$ cat src/rtl/id_imm_stage_ctrl_pkg.sv
// Shared constants for the ID-stage immediate controller: one-hot EXTOp codes,
// RV32 opcode values and skid-buffer state codes.
package id_imm_stage_ctrl_pkg;

  localparam logic [5:0] EXT_CTRL_ITYPE_SHAMT = 6'b100000;
  localparam logic [5:0] EXT_CTRL_ITYPE       = 6'b010000;
  localparam logic [5:0] EXT_CTRL_STYPE       = 6'b001000;
  localparam logic [5:0] EXT_CTRL_BTYPE       = 6'b000100;
  localparam logic [5:0] EXT_CTRL_UTYPE       = 6'b000010;
  localparam logic [5:0] EXT_CTRL_JTYPE       = 6'b000001;

  localparam logic [6:0] OP_IMM    = 7'b0010011;
  localparam logic [6:0] OP_LOAD   = 7'b0000011;
  localparam logic [6:0] OP_JALR   = 7'b1100111;
  localparam logic [6:0] OP_STORE  = 7'b0100011;
  localparam logic [6:0] OP_BRANCH = 7'b1100011;
  localparam logic [6:0] OP_LUI    = 7'b0110111;
  localparam logic [6:0] OP_AUIPC  = 7'b0010111;
  localparam logic [6:0] OP_JAL    = 7'b1101111;

  localparam logic [2:0] F3_SLL = 3'b001;
  localparam logic [2:0] F3_SRX = 3'b101;

  typedef enum logic [1:0] {
    ST_EMPTY = 2'd0,
    ST_ONE   = 2'd1,
    ST_TWO   = 2'd2
  } skid_state_e;

endpackage

$ cat src/rtl/id_imm_stage_ctrl_decode.sv
// imm_op_decode: opcode/funct3 -> one-hot EXTOp + imm_used, and raw field slicing.
// EXT: immediate extension unit driven by those fields.
module imm_op_decode
  import id_imm_stage_ctrl_pkg::*;
#(
  parameter int XLEN = 32
) (
  input  logic [XLEN-1:0] instr,
  output logic [5:0]      ext_op,
  output logic            imm_used,
  output logic [11:0]     iimm,
  output logic [4:0]      shamt,
  output logic [11:0]     simm,
  output logic [11:0]     bimm,
  output logic [19:0]     uimm,
  output logic [19:0]     jimm
);

  logic [2:0] f3;

  assign f3    = instr[14:12];
  assign iimm  = instr[31:20];
  assign shamt = instr[24:20];
  assign simm  = {instr[31:25], instr[11:7]};
  assign bimm  = {instr[31], instr[7], instr[30:25], instr[11:8]};
  assign uimm  = instr[31:12];
  assign jimm  = {instr[31], instr[19:12], instr[20], instr[30:21]};

  always_comb begin
    ext_op   = '0;
    imm_used = 1'b0;
    unique case (instr[6:0])
      OP_IMM: begin
        // bit 30 (srai vs srli) is not part of the shift amount
        ext_op   = (f3 == F3_SLL || f3 == F3_SRX) ? EXT_CTRL_ITYPE_SHAMT : EXT_CTRL_ITYPE;
        imm_used = 1'b1;
      end
      OP_LOAD, OP_JALR: begin
        ext_op   = EXT_CTRL_ITYPE;
        imm_used = 1'b1;
      end
      OP_STORE: begin
        ext_op   = EXT_CTRL_STYPE;
        imm_used = 1'b1;
      end
      OP_BRANCH: begin
        ext_op   = EXT_CTRL_BTYPE;
        imm_used = 1'b1;
      end
      OP_LUI, OP_AUIPC: begin
        ext_op   = EXT_CTRL_UTYPE;
        imm_used = 1'b1;
      end
      OP_JAL: begin
        ext_op   = EXT_CTRL_JTYPE;
        imm_used = 1'b1;
      end
      default: ;
    endcase
  end

endmodule

module EXT
  import id_imm_stage_ctrl_pkg::*;
#(
  parameter int XLEN = 32
) (
  input  logic [11:0]     iimm,
  input  logic [4:0]      shamt,
  input  logic [11:0]     simm,
  input  logic [11:0]     bimm,
  input  logic [19:0]     uimm,
  input  logic [19:0]     jimm,
  input  logic [5:0]      ext_op,
  output logic [XLEN-1:0] immout
);

  // branch/jump fields are halfword offsets: append the implicit zero LSB
  always_comb begin
    immout = '0;
    unique case (ext_op)
      EXT_CTRL_ITYPE_SHAMT: immout = XLEN'(shamt);
      EXT_CTRL_ITYPE:       immout = XLEN'($signed(iimm));
      EXT_CTRL_STYPE:       immout = XLEN'($signed(simm));
      EXT_CTRL_BTYPE:       immout = XLEN'($signed({bimm, 1'b0}));
      EXT_CTRL_UTYPE:       immout = XLEN'($signed({uimm, 12'h000}));
      EXT_CTRL_JTYPE:       immout = XLEN'($signed({jimm, 1'b0}));
      default:              immout = '0;
    endcase
  end

endmodule

$ cat src/rtl/id_imm_stage_ctrl.sv
// ID-stage immediate decode + 2-entry ID/EX skid buffer with stall/flush.
// Optional perf counters enabled by defining IMM_PERF_CNT_EN.
module id_imm_stage_ctrl
  import id_imm_stage_ctrl_pkg::*;
#(
  parameter int XLEN    = 32,
  parameter int EXTOP_W = 6,
  parameter int CNT_W   = 32
) (
  input  logic               clk,
  input  logic               rst,
  input  logic               in_valid,
  output logic               in_ready,
  input  logic [XLEN-1:0]    instrD,
  input  logic               flush,
  output logic               out_valid,
  input  logic               out_ready,
  output logic [XLEN-1:0]    imm_E,
  output logic [EXTOP_W-1:0] ext_op_E,
  output logic               imm_used_E
`ifdef IMM_PERF_CNT_EN
  ,
  output logic [CNT_W-1:0]   cnt_imm_o,
  output logic [CNT_W-1:0]   cnt_stl_o
`endif
);

  logic [5:0]      dec_op;
  logic            dec_used;
  logic [11:0]     iimm, simm, bimm;
  logic [4:0]      shamt;
  logic [19:0]     uimm, jimm;
  logic [XLEN-1:0] immout;

  imm_op_decode #(.XLEN(XLEN)) u_dec (
    .instr    (instrD),
    .ext_op   (dec_op),
    .imm_used (dec_used),
    .iimm     (iimm),
    .shamt    (shamt),
    .simm     (simm),
    .bimm     (bimm),
    .uimm     (uimm),
    .jimm     (jimm)
  );

  EXT #(.XLEN(XLEN)) u_ext (
    .iimm   (iimm),
    .shamt  (shamt),
    .simm   (simm),
    .bimm   (bimm),
    .uimm   (uimm),
    .jimm   (jimm),
    .ext_op (dec_op),
    .immout (immout)
  );

  skid_state_e        state;
  logic [XLEN-1:0]    skid_imm;
  logic [EXTOP_W-1:0] skid_op;
  logic               skid_used;
  logic               in_fire, out_fire;

  assign in_ready  = !rst && (state != ST_TWO);
  assign out_valid = (state != ST_EMPTY);
  assign in_fire   = in_valid && in_ready;
  assign out_fire  = out_valid && out_ready;

  // MAIN entry is the output register itself; SKID catches the one extra beat
  always_ff @(posedge clk) begin
    if (rst) begin
      state      <= ST_EMPTY;
      imm_E      <= '0;
      ext_op_E   <= '0;
      imm_used_E <= 1'b0;
      skid_imm   <= '0;
      skid_op    <= '0;
      skid_used  <= 1'b0;
    end else if (flush) begin
      state <= ST_EMPTY;
    end else begin
      unique case (state)
        ST_EMPTY: begin
          if (in_fire) begin
            imm_E      <= immout;
            ext_op_E   <= EXTOP_W'(dec_op);
            imm_used_E <= dec_used;
            state      <= ST_ONE;
          end
        end
        ST_ONE: begin
          if (in_fire && out_fire) begin
            imm_E      <= immout;
            ext_op_E   <= EXTOP_W'(dec_op);
            imm_used_E <= dec_used;
          end else if (in_fire) begin
            skid_imm  <= immout;
            skid_op   <= EXTOP_W'(dec_op);
            skid_used <= dec_used;
            state     <= ST_TWO;
          end else if (out_fire) begin
            state <= ST_EMPTY;
          end
        end
        ST_TWO: begin
          if (out_fire) begin
            imm_E      <= skid_imm;
            ext_op_E   <= skid_op;
            imm_used_E <= skid_used;
            state      <= ST_ONE;
          end
        end
        default: state <= ST_EMPTY;
      endcase
    end
  end

`ifdef IMM_PERF_CNT_EN
  // flush does not clear the counters; a delivery in a flush cycle still counts
  always_ff @(posedge clk) begin
    if (rst) begin
      cnt_imm_o <= '0;
      cnt_stl_o <= '0;
    end else begin
      if (out_fire && imm_used_E && !(&cnt_imm_o))
        cnt_imm_o <= cnt_imm_o + 1'b1;
      if (out_valid && !out_ready && !(&cnt_stl_o))
        cnt_stl_o <= cnt_stl_o + 1'b1;
    end
  end
`endif

endmodule

$ cat config.mk
export PLATFORM = sky130hd
export DESIGN_NAME = id_imm_stage_ctrl
export DESIGN_NICKNAME = d
export VERILOG_FILES = /design/src/rtl/id_imm_stage_ctrl_pkg.sv /design/src/rtl/id_imm_stage_ctrl_decode.sv /design/src/rtl/id_imm_stage_ctrl.sv
export SDC_FILE = /design/constraint.sdc
export NUM_CORES = 1
export LEC_CHECK = 0
export ABC_AREA = 1
export ABC_CLOCK_PERIOD_IN_PS = 2600
export CORE_UTILIZATION = 37
export CTS_CLUSTER_DIAMETER = 80
export CTS_CLUSTER_SIZE = 12
export DETAILED_ROUTE_END_ITERATION = 10
export PLACE_DENSITY = 0.62
export SLEW_MARGIN = 20
export SYNTH_ARGS = -nofsm -noshare
export SYNTH_HDL_FRONTEND = slang
export SYNTH_SLANG_ARGS = --single-unit
export TNS_END_PERCENT = 1
$ cat constraint.sdc
create_clock -name clk -period 2.6 [get_ports clk]
set_input_delay 0.65 -clock clk [delete_from_list [all_inputs] [get_ports clk]]
set_output_delay 0.65 -clock clk [all_outputs]
set_load 0.01 [all_outputs]
**Yosys cells after proc, flatten, opt, wreduce, memory -nomap -nowiden**

Cells that the tools add are included.

- Equal/unequal tests: 24
- Muxes and demuxes: 22
- Bitwise operators: 2
- Reductions and logical operators: 16

Operators with widths:

| kind | count |
|---|---|
| one-hot mux 32 bit (6 select lines) | 1 |
| two-way mux 32 bit | 3 |
| one-hot mux 32 bit (3 select lines) | 1 |
| one-hot mux 6 bit (6 select lines) | 1 |
| two-way mux 6 bit | 4 |
| equality test 7 bit, second input constant | 3 |
| one-hot mux 6 bit (3 select lines) | 1 |
| equality test 7 x 5 -> 1 bit, second input constant | 2 |
| equality test 7 x 6 -> 1 bit, second input constant | 2 |
| two-way mux 2 bit | 5 |
| != test 2 bit, second input constant | 5 |
| AND reduction 4 bit | 2 |
| OR reduction 8 bit | 1 |
| equality test 7 x 2 -> 1 bit, second input constant | 1 |
| equality test 6 x 1 -> 1 bit, second input constant | 1 |
| equality test 6 x 2 -> 1 bit, second input constant | 1 |
| equality test 6 x 3 -> 1 bit, second input constant | 1 |
| equality test 6 x 4 -> 1 bit, second input constant | 1 |
| equality test 6 x 5 -> 1 bit, second input constant | 1 |
| equality test 6 bit, second input constant | 1 |
| one-hot mux 2 bit (3 select lines) | 1 |
| OR reduction 2 bit | 3 |
| AND reduction 5 bit | 1 |
| logical AND 1 bit | 4 |
| 13 further kinds | 17 |

- Register bits after elaboration: 80
- Input bits: 37
- Logic and storage cells: 71

**Logic depth before layout (Yosys ltp)**

- Word-level depth: 8
- Depth in mapped cells: 12

**Modules after synthesis**

From an unflattened synthesis, not the netlist that was laid out.

- Cell total of the unflattened synthesis: 866
- Area, all modules: 5377.7 um^2

Modules (own cells, without submodules):

| module | times used | cells each | area each (um^2) | sequential area each (um^2) |
|---|---|---|---|---|
| id_imm_stage_ctrl | 1 | 548 | 3595.9 | 1601.5 |
| EXT | 1 | 195 | 984.7 | 0.0 |
| imm_op_decode | 1 | 123 | 797.0 | 0.0 |

**Least setup slack after synthesis**

No wires, ideal clock.

- Kind: in2reg
- From: input instrD[1]
- To: register imm_E[10]
- Setup time: 0.070 ns
- Arrival time: 1.729 ns
- Data required time: 2.530 ns
- Slack: 0.801 ns
- Stages on the path: 8
- Path buffers: 1
- Cells stage by stage: nand2_1 nor2_2 nand2_2 and2_1 nand2_1 buf_4 nand3_1 a21oi_1

- Cells in the longest elaborated chain, start to end: 7
- Elaborated cells between the ends (all ways): 21

RTL lines:

| item | RTL line | RTL |
|---|---|---|
| start: declaration | id_imm_stage_ctrl.sv:14 | `input logic [XLEN-1:0] instrD,` |
| equality test 7 x 6 -> 1 bit, or another cell as far along | id_imm_stage_ctrl_decode.sv:32 | `unique case (instr[6:0])` |
| OR reduction 2 bit | n/a |  |
| one-hot mux 6 bit (6 select lines) * | id_imm_stage_ctrl_decode.sv:32 |  |
| equality test 6 x 1 -> 1 bit, or another cell as far along | id_imm_stage_ctrl_decode.sv:82 | `unique case (ext_op)` |
| one-hot mux 32 bit (6 select lines) * | id_imm_stage_ctrl_decode.sv:82 |  |
| two-way mux 32 bit, on equally long branches | id_imm_stage_ctrl.sv:92, id_imm_stage_ctrl.sv:84 |  |
| one-hot mux 32 bit (3 select lines) * | id_imm_stage_ctrl.sv:82 | `unique case (state)` |
| end signal: assignment | id_imm_stage_ctrl.sv:85 | `imm_E <= immout;` |
| end signal: assignment | id_imm_stage_ctrl.sv:93 | `imm_E <= immout;` |
| end signal: assignment | id_imm_stage_ctrl.sv:107 | `imm_E <= skid_imm;` |
| end: declaration | id_imm_stage_ctrl.sv:18 | `output logic [XLEN-1:0] imm_E,` |

Every way passes the cells marked *; elsewhere a longest branch is shown, timed or not. The select of a mux whose other input is x is not followed.
A chain may end at the register's enable or synchronous reset.

**Worst setup path in the final report**

- From: input rst
- To: output in_ready

- Cells in the longest elaborated chain, start to end: 2

RTL lines:

| item | RTL line | RTL |
|---|---|---|
| start: declaration | id_imm_stage_ctrl.sv:11 | `input logic rst,` |
| zero test 1 bit | id_imm_stage_ctrl.sv:64 | `assign in_ready = !rst && (state != ST_TWO);` |
| logical AND 1 bit | id_imm_stage_ctrl.sv:64 |  |
| end: declaration | id_imm_stage_ctrl.sv:13 | `output logic in_ready,` |

Every way passes these cells.

==> impl_metrics.py <==
metrics = {
    "global_route": {
        "largest_net_degree_at_the_start_of_global_routing": 78,
        "gr-total-overflow": 0,
        "grt_first_pass_wirelength_um": 18800,
        "globalRouteTotalUtil_pct": 20.6,
        "antenna_found_initial": 0,
        "grt_pass1_vias": 3960,
    },
    "flow_run": {
        "cap_violations": 0,
    },
    "yosys": {
        "synth.yosys.seq_area_share_pct": 39.0,
        "mappedNetlistNets": 666,
        "synthesis.area_um2": 4100,
        "yosys_synthesis_warning_count": 0,
        "synth-seq-cells": 80,
        "postSynthCellCount": 629,
        "avgSynthCellArea_um2": 6.52,
        "post_synthesis_cell_type_count": 23,
    },
    "setup_path": {
        "setup.worst_path.end_class": "output pin",
        "worstReg2RegStart": "state[0]",
        "endpoint_of_the_worst_register_to_register_path": "skid_imm[18]",
        "critical_path_class": "in2out",
        "worstSetupStartpointType": "input pin",
        "timing.reg2reg.setup_slack_ps": 890,
        "crit_required_ps": 1950,
        "path_max_fanout": 3,
        "arr_time_crit_path_ps": 1760,
        "worstRegToRegCells": 10,
    },
    "clocking": {
        "cts_inserted_buffers": 9,
        "clkSlewWorstSetupHoldPaths_ps": 70,
        "cts-resized-gates": 0,
        "hold_buffers": 0,
        "number_of_levels_in_the_clock_h_tree": 3,
        "ctsRootBufferMaster": "clkbuf_8",
        "tritoncts_num_sinks": 80,
        "cts_setup_buffers": 0,
        "clock_insertion_delay_worst_skew_ps": 350,
        "cts_tree": "built",
        "cts_max_path_buffers": 2,
    },
    "pwr": {
        "p_per_area_nw_per_um2": 455,
        "static-leakage-power_nw": 2.51,
        "vdd_ir_drop_max_mv": 0.266,
        "total_power_mw": 2.35,
    },
    "die": {
        "floorplan.initialDensity_pct": 37.9,
        "coreArea_um2": 10800,
        "die-width_um": 107,
        "die_y_um": 107,
        "pin_count": 78,
        "fp.dieArea_um2": 11500,
        "core.rowCount": 38,
    },
    "placement": {
        "dp_worst_setup_slack_ps": 5.25,
        "dp_hpwl_um": 7440,
        "routabilityCongestion": 0.835,
        "detailed_place.area_um2": 4990,
        "count_of_input_and_output_buffers": 77,
    },
    "timing": {
        "max_freq_mhz": 415,
        "postLayoutSetupSlackWorst_ps": 191,
        "period_needed_ps": 2410,
        "clock-skew-final_ps": 6.82,
        "worst-slew-pin-transition_ps": 723,
        "grt_setup_unrepaired": "no",
        "max_slew_margin_pct": 51.8,
        "hold_viol_final": 0,
        "fin_setup_tns_ps": 0,
        "final_max_slew_viol_count": 0,
        "finalCritPeriodShare_pct": 92.7,
        "finalSetupViolCount": 0,
    },
    "finish": {
        "area_delta_synth_final_pct": 26.0,
        "layout.nets": 728,
        "num_antenna_cells": 0,
        "final_design_area_no_fill_um2": 5170,
        "fraction_of_layout_cells_with_a_size_suffix_above_1_pct": 5.62,
        "final_cell_mix": "nand2_1, nor2_1, nand3_1, dfxtp_1, clkdlybuf4s50_1",
        "nFillCells": 1114,
        "layout_commonest_cell": "nand2_1",
    },
    "detailed_routing": {
        "detailedRoute.firstIterationViolations": 214,
        "drt-pass1-iter-count": 4,
        "final_wirelength_um": 11200,
        "ant_nets": 0,
        "number_of_vias_per_cell_after_detailed_routing": 5.10,
        "vias": 4255,
        "routed_wire_length_per_instance_um": 13.4,
        "remaining_drc_errors": 0,
    },
    "hold_path": {
        "min_from": "imm_E[14]",
        "hp-class": "reg2reg",
        "hold-path-endpoint": "imm_E[14]",
        "worst_hold_path.num_cells": 2,
    },
    "outcome": {
        "status": "completed",
    },
}
[Yosys cell counts]
| master | n | area (µm²) |
|---|---|---|
| a211oi_1 | 1 | 7.51 |
| a21oi_1 | 54 | 270 |
| a221oi_1 | 1 | 8.76 |
| and2_1 | 1 | 6.26 |
| buf_1 | 2 | 7.51 |
| buf_2 | 19 | 95.1 |
| buf_4 | 4 | 30.0 |
| buf_6 | 2 | 22.5 |
| clkbuf_1 | 18 | 67.6 |
| dfxtp_1 | 80 | 1600 |
| inv_1 | 60 | 225 |
| inv_2 | 2 | 7.51 |
| nand2_1 | 125 | 469 |
| nand2_2 | 2 | 12.5 |
| nand3_1 | 100 | 500 |
| nand3b_1 | 1 | 7.51 |
| nor2_1 | 100 | 375 |
| nor2_2 | 1 | 6.26 |
| nor3_4 | 1 | 16.3 |
| o211ai_1 | 32 | 240 |
| o21ai_0 | 18 | 90.1 |
| o21bai_1 | 4 | 30.0 |
| or2_2 | 1 | 6.26 |
[report_power, final]
| part | internal [mW] | switching [mW] |
|---|---|---|
| sequential | 1.24 | 0.00780 |
| clock | 0.431 | 0.450 |
| combinational | 0.101 | 0.126 |
| total | 1.77 | 0.583 |
[metal layers]
metal	wire, µm	part of all wire (%)	up-vias	GRT usage (%)
li1	-	-	2164	-
met1	5160	46	1950	26.6
met2	5220	47	125	34.2
met3	616	5.5	16	3.45
met4	223	2.0	0	8.02
met5	0	0	-	0
[layout make-up]
type                       instances  area, µm²  area share (%)
clock buffer                      10        128            2.47
clock inverter                     4       47.5           0.920
inverter                          62        233            4.50
multi-input combinational        442       2050            39.6
sequential                        80       1600            31.0
tap                              140        175            3.39
timing repair buffer              96        938            18.2
[sequential cells by signal (all words and copies together) (netlist names)]
name        count
imm_E          32
skid_imm       32
ext_op_E        6
skid_op         6
state           2
imm_used_E      1
skid_used       1
[worst max path at each step]
stage                     slack, ps  cells past startpoint      start        end
after floorplan                 800                      8  instrD[1]  imm_E[10]
after global placement           50                      9  instrD[5]  imm_E[30]
after detailed placement          5                      9  instrD[5]  imm_E[10]
after CTS                       190                      3        rst   in_ready
after global routing            150                      3        rst   in_ready
final                           190                      3        rst   in_ready
[kinds of logic after synthesis]
| logic type | Yosys count | synth area share, % |
|---|---|---|
| AO/OA/AOI/OAI | 110 | 15.8 |
| flip-flops | 80 | 39.0 |
| AND/OR/NAND/NOR | 332 | 34.1 |
| buffers and inverters | 107 | 11.1 |
[critical path, stage by stage]
cell and delay, ps:
clkdlybuf4s50_1 450, nor2_1 120, clkdlybuf4s50_1 530
[through the flow]
step	hold WS (ps)	utilization, %	std cells
CTS	468	47.7	834
floorplan	444	-	629
global route	480	47.7	834
detailed placement	456	46.1	820
finish	466	47.7	834
global placement	454	46.1	820
Power figures use the tool's default switching activity.
